==> src/rtl/axi_lite_initiator.sv <==
// AXI4-Lite initiator: turns single-beat local commands into one AXI4-Lite
// read or write at a time and returns data/response plus a saturating
// accept-to-handshake latency count. An optional watchdog flags stuck
// transactions without ever aborting them.
module axi_lite_initiator #(
    parameter int unsigned TIMEOUT_CYCLES = 0,
    parameter int unsigned LAT_WIDTH      = 16
) (
    input  logic                 clk,
    input  logic                 resetn,
    input  logic                 cmd_valid,
    output logic                 cmd_ready,
    input  logic                 cmd_write,
    input  logic [31:0]          cmd_addr,
    input  logic [31:0]          cmd_wdata,
    input  logic [3:0]           cmd_wstrb,
    input  logic [2:0]           cmd_prot,
    output logic                 rsp_valid,
    input  logic                 rsp_ready,
    output logic [31:0]          rsp_rdata,
    output logic [1:0]           rsp_resp,
    output logic [LAT_WIDTH-1:0] rsp_cycles,
    output logic                 watchdog,
    output logic                 mem_axi_awvalid,
    input  logic                 mem_axi_awready,
    output logic [31:0]          mem_axi_awaddr,
    output logic [2:0]           mem_axi_awprot,
    output logic                 mem_axi_wvalid,
    input  logic                 mem_axi_wready,
    output logic [31:0]          mem_axi_wdata,
    output logic [3:0]           mem_axi_wstrb,
    input  logic                 mem_axi_bvalid,
    output logic                 mem_axi_bready,
    input  logic [1:0]           mem_axi_bresp,
    output logic                 mem_axi_arvalid,
    input  logic                 mem_axi_arready,
    output logic [31:0]          mem_axi_araddr,
    output logic [2:0]           mem_axi_arprot,
    input  logic                 mem_axi_rvalid,
    output logic                 mem_axi_rready,
    input  logic [31:0]          mem_axi_rdata,
    input  logic [1:0]           mem_axi_rresp
);

    typedef enum logic [2:0] {IDLE, WREQ, WRESP, RREQ, RRESP, RSP} state_t;

    state_t      state;
    logic        aw_done, w_done;
    logic [31:0] addr_q, wdata_q;
    logic [3:0]  wstrb_q;
    logic [2:0]  prot_q;
    logic        aw_hs, w_hs, busy, wd_hit;
    logic [31:0] cnt_inc;

    // Address/prot are latched once and shared by both address channels.
    assign mem_axi_awaddr = addr_q;
    assign mem_axi_araddr = addr_q;
    assign mem_axi_awprot = prot_q;
    assign mem_axi_arprot = prot_q;
    assign mem_axi_wdata  = wdata_q;
    assign mem_axi_wstrb  = wstrb_q;

    // Handshake decode and watchdog threshold test on the next count value.
    always_comb begin
        aw_hs   = mem_axi_awvalid && mem_axi_awready;
        w_hs    = mem_axi_wvalid && mem_axi_wready;
        busy    = (state == WREQ) || (state == WRESP) || (state == RREQ) || (state == RRESP);
        cnt_inc = 32'(rsp_cycles) + 32'd1;
        wd_hit  = (TIMEOUT_CYCLES != 0) && busy && (cnt_inc >= TIMEOUT_CYCLES);
    end

    // Transaction FSM with all outputs registered.
    always_ff @(posedge clk or negedge resetn) begin
        if (!resetn) begin
            state           <= IDLE;
            cmd_ready       <= 1'b0;
            aw_done         <= 1'b0;
            w_done          <= 1'b0;
            addr_q          <= '0;
            wdata_q         <= '0;
            wstrb_q         <= '0;
            prot_q          <= '0;
            mem_axi_awvalid <= 1'b0;
            mem_axi_wvalid  <= 1'b0;
            mem_axi_bready  <= 1'b0;
            mem_axi_arvalid <= 1'b0;
            mem_axi_rready  <= 1'b0;
            rsp_valid       <= 1'b0;
            rsp_rdata       <= '0;
            rsp_resp        <= '0;
            rsp_cycles      <= '0;
            watchdog        <= 1'b0;
        end else begin
            // Counter runs only while waiting on the bus and sticks at all-ones.
            if (busy && (rsp_cycles != '1))
                rsp_cycles <= rsp_cycles + 1'b1;
            if (wd_hit)
                watchdog <= 1'b1;

            case (state)
                IDLE: begin
                    cmd_ready <= 1'b1;
                    if (cmd_valid && cmd_ready) begin
                        cmd_ready  <= 1'b0;
                        addr_q     <= cmd_addr;
                        wdata_q    <= cmd_wdata;
                        wstrb_q    <= cmd_wstrb;
                        prot_q     <= cmd_prot;
                        rsp_cycles <= '0;
                        aw_done    <= 1'b0;
                        w_done     <= 1'b0;
                        if (cmd_write) begin
                            mem_axi_awvalid <= 1'b1;
                            mem_axi_wvalid  <= 1'b1;
                            state           <= WREQ;
                        end else begin
                            mem_axi_arvalid <= 1'b1;
                            state           <= RREQ;
                        end
                    end
                end
                WREQ: begin
                    if (aw_hs) begin
                        mem_axi_awvalid <= 1'b0;
                        aw_done         <= 1'b1;
                    end
                    if (w_hs) begin
                        mem_axi_wvalid <= 1'b0;
                        w_done         <= 1'b1;
                    end
                    if ((aw_done || aw_hs) && (w_done || w_hs)) begin
                        mem_axi_bready <= 1'b1;
                        state          <= WRESP;
                    end
                end
                WRESP: begin
                    if (mem_axi_bvalid && mem_axi_bready) begin
                        mem_axi_bready <= 1'b0;
                        rsp_resp       <= mem_axi_bresp;
                        rsp_rdata      <= '0;
                        rsp_valid      <= 1'b1;
                        state          <= RSP;
                    end
                end
                RREQ: begin
                    if (mem_axi_arvalid && mem_axi_arready) begin
                        mem_axi_arvalid <= 1'b0;
                        mem_axi_rready  <= 1'b1;
                        state           <= RRESP;
                    end
                end
                RRESP: begin
                    if (mem_axi_rvalid && mem_axi_rready) begin
                        mem_axi_rready <= 1'b0;
                        rsp_rdata      <= mem_axi_rdata;
                        rsp_resp       <= mem_axi_rresp;
                        rsp_valid      <= 1'b1;
                        state          <= RSP;
                    end
                end
                RSP: begin
                    if (rsp_ready) begin
                        rsp_valid <= 1'b0;
                        cmd_ready <= 1'b1;
                        state     <= IDLE;
                    end
                end
                default: state <= IDLE;
            endcase
        end
    end

endmodule

==> config.mk <==
export PLATFORM = sky130hd
export DESIGN_NAME = axi_lite_initiator
export DESIGN_NICKNAME = d
export VERILOG_FILES = /design/src/rtl/axi_lite_initiator.sv
export SDC_FILE = /design/constraint.sdc
export NUM_CORES = 1
export LEC_CHECK = 0
export ABC_AREA = 1
export CAP_MARGIN = 15
export CORE_MARGIN = 8
export CORE_UTILIZATION = 45
export CTS_CLUSTER_DIAMETER = 60
export CTS_CLUSTER_SIZE = 40
export DETAILED_ROUTE_END_ITERATION = 7
export PLACE_DENSITY = 0.95
export SETUP_SLACK_MARGIN = 0.4
export SLEW_MARGIN = 20
export SYNTH_ARGS = -nofsm -noshare
export SYNTH_HDL_FRONTEND = slang
export SYNTH_SLANG_ARGS = --single-unit
==> constraint.sdc <==
create_clock -name clk -period 2.1 [get_ports clk]
set_input_delay 0.42 -clock clk [delete_from_list [all_inputs] [get_ports clk]]
set_output_delay 0.42 -clock clk [all_outputs]
set_load 0.005 [all_outputs]
Word level (Yosys, flattened, before mapping)
Index checks and enable logic that the tools add are counted.
{"block": "totals", "input_bits": 117, "word_cells": 112, "ff_bits": 133}
{"block": "op_classes", "n_eq_ne": 16, "n_addsub": 1, "n_mux": 45, "reduce_logical": 33}
{"cell": "$mux 32", "n": 2}
{"cell": "$pmux 32 s2", "n": 1}
{"cell": "$mux 16", "n": 3}
{"cell": "$mux 1", "n": 19}
{"cell": "$mux 3", "n": 6}
{"cell": "$pmux 3 s6", "n": 1}
{"cell": "$add 16x1->16 const B", "n": 1}
{"cell": "$ne 16x16->1 const B", "n": 1}
{"cell": "$pmux 1 s2", "n": 8}
{"cell": "$reduce_and 4->1", "n": 4}
{"cell": "$reduce_and 3->1", "n": 5}
{"cell": "$ne 2x2->1 const B", "n": 6}
{"cell": "$reduce_bool 2->1", "n": 6}
{"cell": "$logic_and 1x1->1", "n": 8}
{"cell": "$ne 2x1->1 const B", "n": 4}
{"cell": "$eq 3x2->1 const B", "n": 2}
{"cell": "$eq 3x3->1 const B", "n": 2}
{"cell": "$mux 2", "n": 3}
{"cell": "$reduce_and 6->1", "n": 1}
{"cell": "$logic_or 1x1->1", "n": 5}
{"cell": "$pmux 2 s2", "n": 1}
{"cell": "$reduce_and 2->1", "n": 2}
{"cell": "$eq 3x1->1 const B", "n": 1}
{"cell": "$logic_not 3->1", "n": 1}
{"cell": "other kinds (2)", "n": 2}

Longest topological paths before layout
{"block": "logic_depth", "ltp_word": 8, "ltp_mapped": 11, "depth_no_buf": 10}

Least setup slack after synthesis
OpenSTA, ideal clock, no wires.
{"block": "synth_timing", "path_type": "register -> register", "start": "reg rsp_cycles[0]", "end": "reg rsp_cycles[7]", "stages_incl_launch_ff": 9, "arrival_ps": 1361, "setup_time_ps": 119, "path_slack_ps": 620, "synth_period_minus_slack_ps": 1480, "cell_sequence": "dfrtp_1 ha_1 nand2_1 nor2_1 nand2_1 inv_1 nand3_1 a21oi_1 nor2_1"}
{"block": "synth_via", "elab_chain_cells": 5, "word_cells_on_any_way": 6}
{"item": "start: declaration", "line_no": "22", "text": "output logic [LAT_WIDTH-1:0] rsp_cycles,"}
{"item": "start signal: assignment", "line_no": "96", "text": "rsp_cycles <= rsp_cycles + 1'b1;"}
{"item": "parallel branches: the longest is 2 deep, another holds $add 16x1->16"}
{"item": "$mux 16 *", "line_no": "95", "text": "if (busy && (rsp_cycles != '1))"}
{"item": "$mux 16", "line_no": "103", "text": "if (cmd_valid && cmd_ready) begin"}
{"item": "$mux 16 *", "line_no": "100", "text": "case (state)"}
Every way passes the cells marked *.
A chain may end at the register's enable or synchronous reset.

Worst setup path after layout
{"block": "layout_timing", "start": "reg addr_q[21] (netlist: mem_axi_araddr[21])", "end": "out mem_axi_araddr[21]"}
{"item": "start: declaration", "line_no": "49", "text": "logic [31:0] addr_q, wdata_q;"}
{"item": "start signal: assignment", "line_no": "105", "text": "addr_q <= cmd_addr;"}
{"item": "end: declaration", "line_no": "37", "text": "output logic [31:0] mem_axi_araddr,"}
No word-level cell between the ends.

==> results.json <==
{
  "status": "complete, no violations",
  "final_common_cell": "nand2_1",
  "p_int_mw": 7.964,
  "antenna_found_initial": 0,
  "clk_latency_ps": 410,
  "nNetsFinal": 1146,
  "synth_top_area_share_pct": 54.69,
  "cts_root_buf": "clkbuf_16",
  "final_layout_size_suffix_gt1_share_pct": 11.44,
  "grt_pass1_wl_um": 31930,
  "p_seq_share_pct": 33.9,
  "rsz0062_at_grt": "yes",
  "final_hold_viol_count": 0,
  "timing.rr.end": "rsp_cycles[14]",
  "drv_slew": 0,
  "p_leak_nw": 5.316,
  "dpl.hpwl_um": 14440,
  "slowest_stage": "dfrtp_1",
  "cts_tree": "yes",
  "cp-startpoint": "mem_axi_araddr[21]",
  "die_w_um": 132.3,
  "first_iter_violations": 543,
  "htree_levels": 4,
  "cp_data_required_time_ps": 1680,
  "peakVddDrop_mv": 0.8327,
  "cp-endpoint": "mem_axi_araddr[21]",
  "synth_nets": 864,
  "critPathArrivalTime_ps": 1220,
  "hold_path.class": "reg -> reg",
  "overflow": 0,
  "crit_chain": "buf_4 -> dlygate4sd2_1",
  "drt_pass1_iterations": 5,
  "dieArea_mm2": 0.01750,
  "whs_ps": 462.5,
  "cpPeakStageDelay_ps": 390,
  "reg2reg_from": "rsp_cycles[10]",
  "filler_cell_count": 937,
  "routed-wl-met2_um": 10200,
  "rrSetupSlack_ps": 500,
  "place_congestion": 0.8665,
  "tns_ps": 0,
  "cp_max_fo": 2,
  "p_per_area_mw_per_mm2": 1327,
  "viasPerCell": 4.961,
  "drcViolationCount": 0,
  "pin_count": 281,
  "yosys_warnings": 0,
  "antenna_cells": 0,
  "avgSynthCellArea_um2": 8.158,
  "cts_sinks": 133,
  "core_area_mm2": 0.01324,
  "timing.max_cap.violations": 0,
  "grt_usage_pct": 22.79,
  "finalWirelength_um": 20070,
  "ys_seq_elements": 133,
  "combPwrFrac_pct": 43.4,
  "fin_crit_sh_pct": 78.04,
  "finalSetupViolations": 0,
  "clock_power_share_pct": 22.6,
  "numPortBuffers": 279,
  "wl_per_cell_um": 16.51,
  "startpoint_type": "flip-flop",
  "most-common-layout-cells": "345 x nand2_1, 156 x dlygate4sd2_1, 131 x dfrtp_1",
  "row_count": 42,
  "seq_area_mm2": 0.003331,
  "fin_crit_ps": 1639,
  "crit_path_end_kind": "primary output",
  "fin_util_pct": 71.87,
  "route.top_layer_used": "met4",
  "numCtsBuffers": 17,
  "antenna_left": 0,
  "grt_pass1_vias": 6353,
  "synth_cell_types": 29,
  "syn_to_final_growth_pct": 56.39,
  "power.switching_mw": 4.664,
  "yosys.area.top_type": "dfrtp_1",
  "fmax_ghz": 0.6102,
  "clk_pin_slew_ps": 60,
  "syn_inst": 746,
  "skew_ps": 6.368,
  "power_switching_share_pct": 36.94,
  "die_y_um": 132.3,
  "synth_area_leaders": "dfrtp_1 55%, nand2_1 21%, buf_4 5.1%, nand3_1 3.8%, nor2_1 3.8%",
  "yosysSeqAreaShare_pct": 54.69,
  "rr_worst_depth": 9,
  "wl_met3_um": 1852,
  "grt_max_degree": 88,
  "multi_input_area_mm2": 0.002243,
  "wl_met1_um": 7234,
  "vias": 6033,
  "start_util_pct": 45.96,
  "synth_area_mm2": 0.006086,
  "cts_max_path_buffers": 2,
  "path_class": "reg -> out"
}
[routing by layer]
| metal | vias to the layer above | track usage (%) |
|---|---|---|
| met3 | 61 | 9.413 |
| met2 | 293 | 39.58 |
| met5 | - | 0 |
| li1 | 2831 | - |
| met1 | 2848 | 23.12 |
| met4 | 0 | 11.61 |
[how the worst min path moves through the flow]
stage,startpoint,to,slack [ps],depth (start not counted)
floorplan,resetn,aw_done,120,0
global placement,resetn,rsp_cycles[11],390,1
detailed placement,resetn,rsp_cycles[11],390,1
CTS,mem_axi_wdata[0],mem_axi_wdata[0],470,2
global route,rsp_rdata[8],rsp_rdata[8],480,2
finish,mem_axi_wdata[16],mem_axi_wdata[16],460,2
[repair_timing]
item,in CTS,in global routing
hold buffers,1,0
endpoints found under the setup margin,166,27
gates resized for setup,158,20
endpoints found under the hold margin,46,0
pin swaps,0,0
setup buffers,36,2
gates cloned,0,0
[worst max-delay path, delay by kind of cell, from the launching register on]
family                 cells  cell delay (ps)
DFF                        1              390
buffers and inverters      2              430
[cells by family after synthesis]
group           synth area share [%]
other cells                  0.06162
fa+ha+maj                     0.2056
flops                          54.69
simple gates                   33.88
buf+inv                        9.190
compound gates                 1.973
[per-stage QoR]
step	total power [mW]	area, µm²	cells	setup WS (ps)
final	12.63	9518	1216	461.2
after CTS	12.69	9445	1214	401.7
after floorplan	7.217	6086	746	620.4
after global routing	13.56	9518	1216	388.3
after global placement	10.14	8785	1146	334.8
after detailed placement	10.37	8785	1146	300.9
[cell usage after synthesis]
cell,count
inv_2,5
buf_2,13
inv_4,1
nor2_2,2
o211ai_1,2
conb_1,1
dfrtp_1,133
nor3_1,2
nand3_4,1
nand2_2,15
inv_1,24
clkbuf_1,7
nor2_4,3
ha_1,1
nand3b_1,2
a21oi_1,11
a21o_1,2
nor2_1,61
nor2_8,1
inv_8,1
buf_4,41
nand2_1,347
o21ai_0,7
and2_1,1
nand4_1,8
nand2_4,2
or2_2,3
nand3_1,46
buf_6,3
[registers in the layout, indices dropped and copies added, names as in the netlist]
signal / cells
rsp_resp: 2
w_done: 1
rsp_rdata: 32
aw_done: 1
mem_axi_rready: 1
state: 3
mem_axi_wstrb: 4
cmd_ready: 1
mem_axi_wvalid: 1
mem_axi_bready: 1
mem_axi_arprot: 3
rsp_valid: 1
mem_axi_wdata: 32
mem_axi_araddr: 32
rsp_cycles: 16
mem_axi_awvalid: 1
mem_axi_arvalid: 1
[final cells by class]
cell class              instances  share of cell area (%)
well taps                     176                   2.314
flip-flops and latches        133                   34.99
inverters                      31                   1.328
repair buffers                327                   31.83
clock buffers                  22                   4.877
multi-input cells             518                   23.57
clock inverters                 9                   1.091
[power groups by stage]
stage / Combinational, mW / Clock, mW / Sequential, mW
global placement: 5.77 / 0 / 4.36
finish: 5.48 / 2.86 / 4.29
detailed placement: 5.97 / 0 / 4.40
CTS: 5.50 / 2.91 / 4.28
floorplan: 2.87 / 0 / 4.35
global route: 6.12 / 3.03 / 4.41
(Power assumes the default switching activity.)
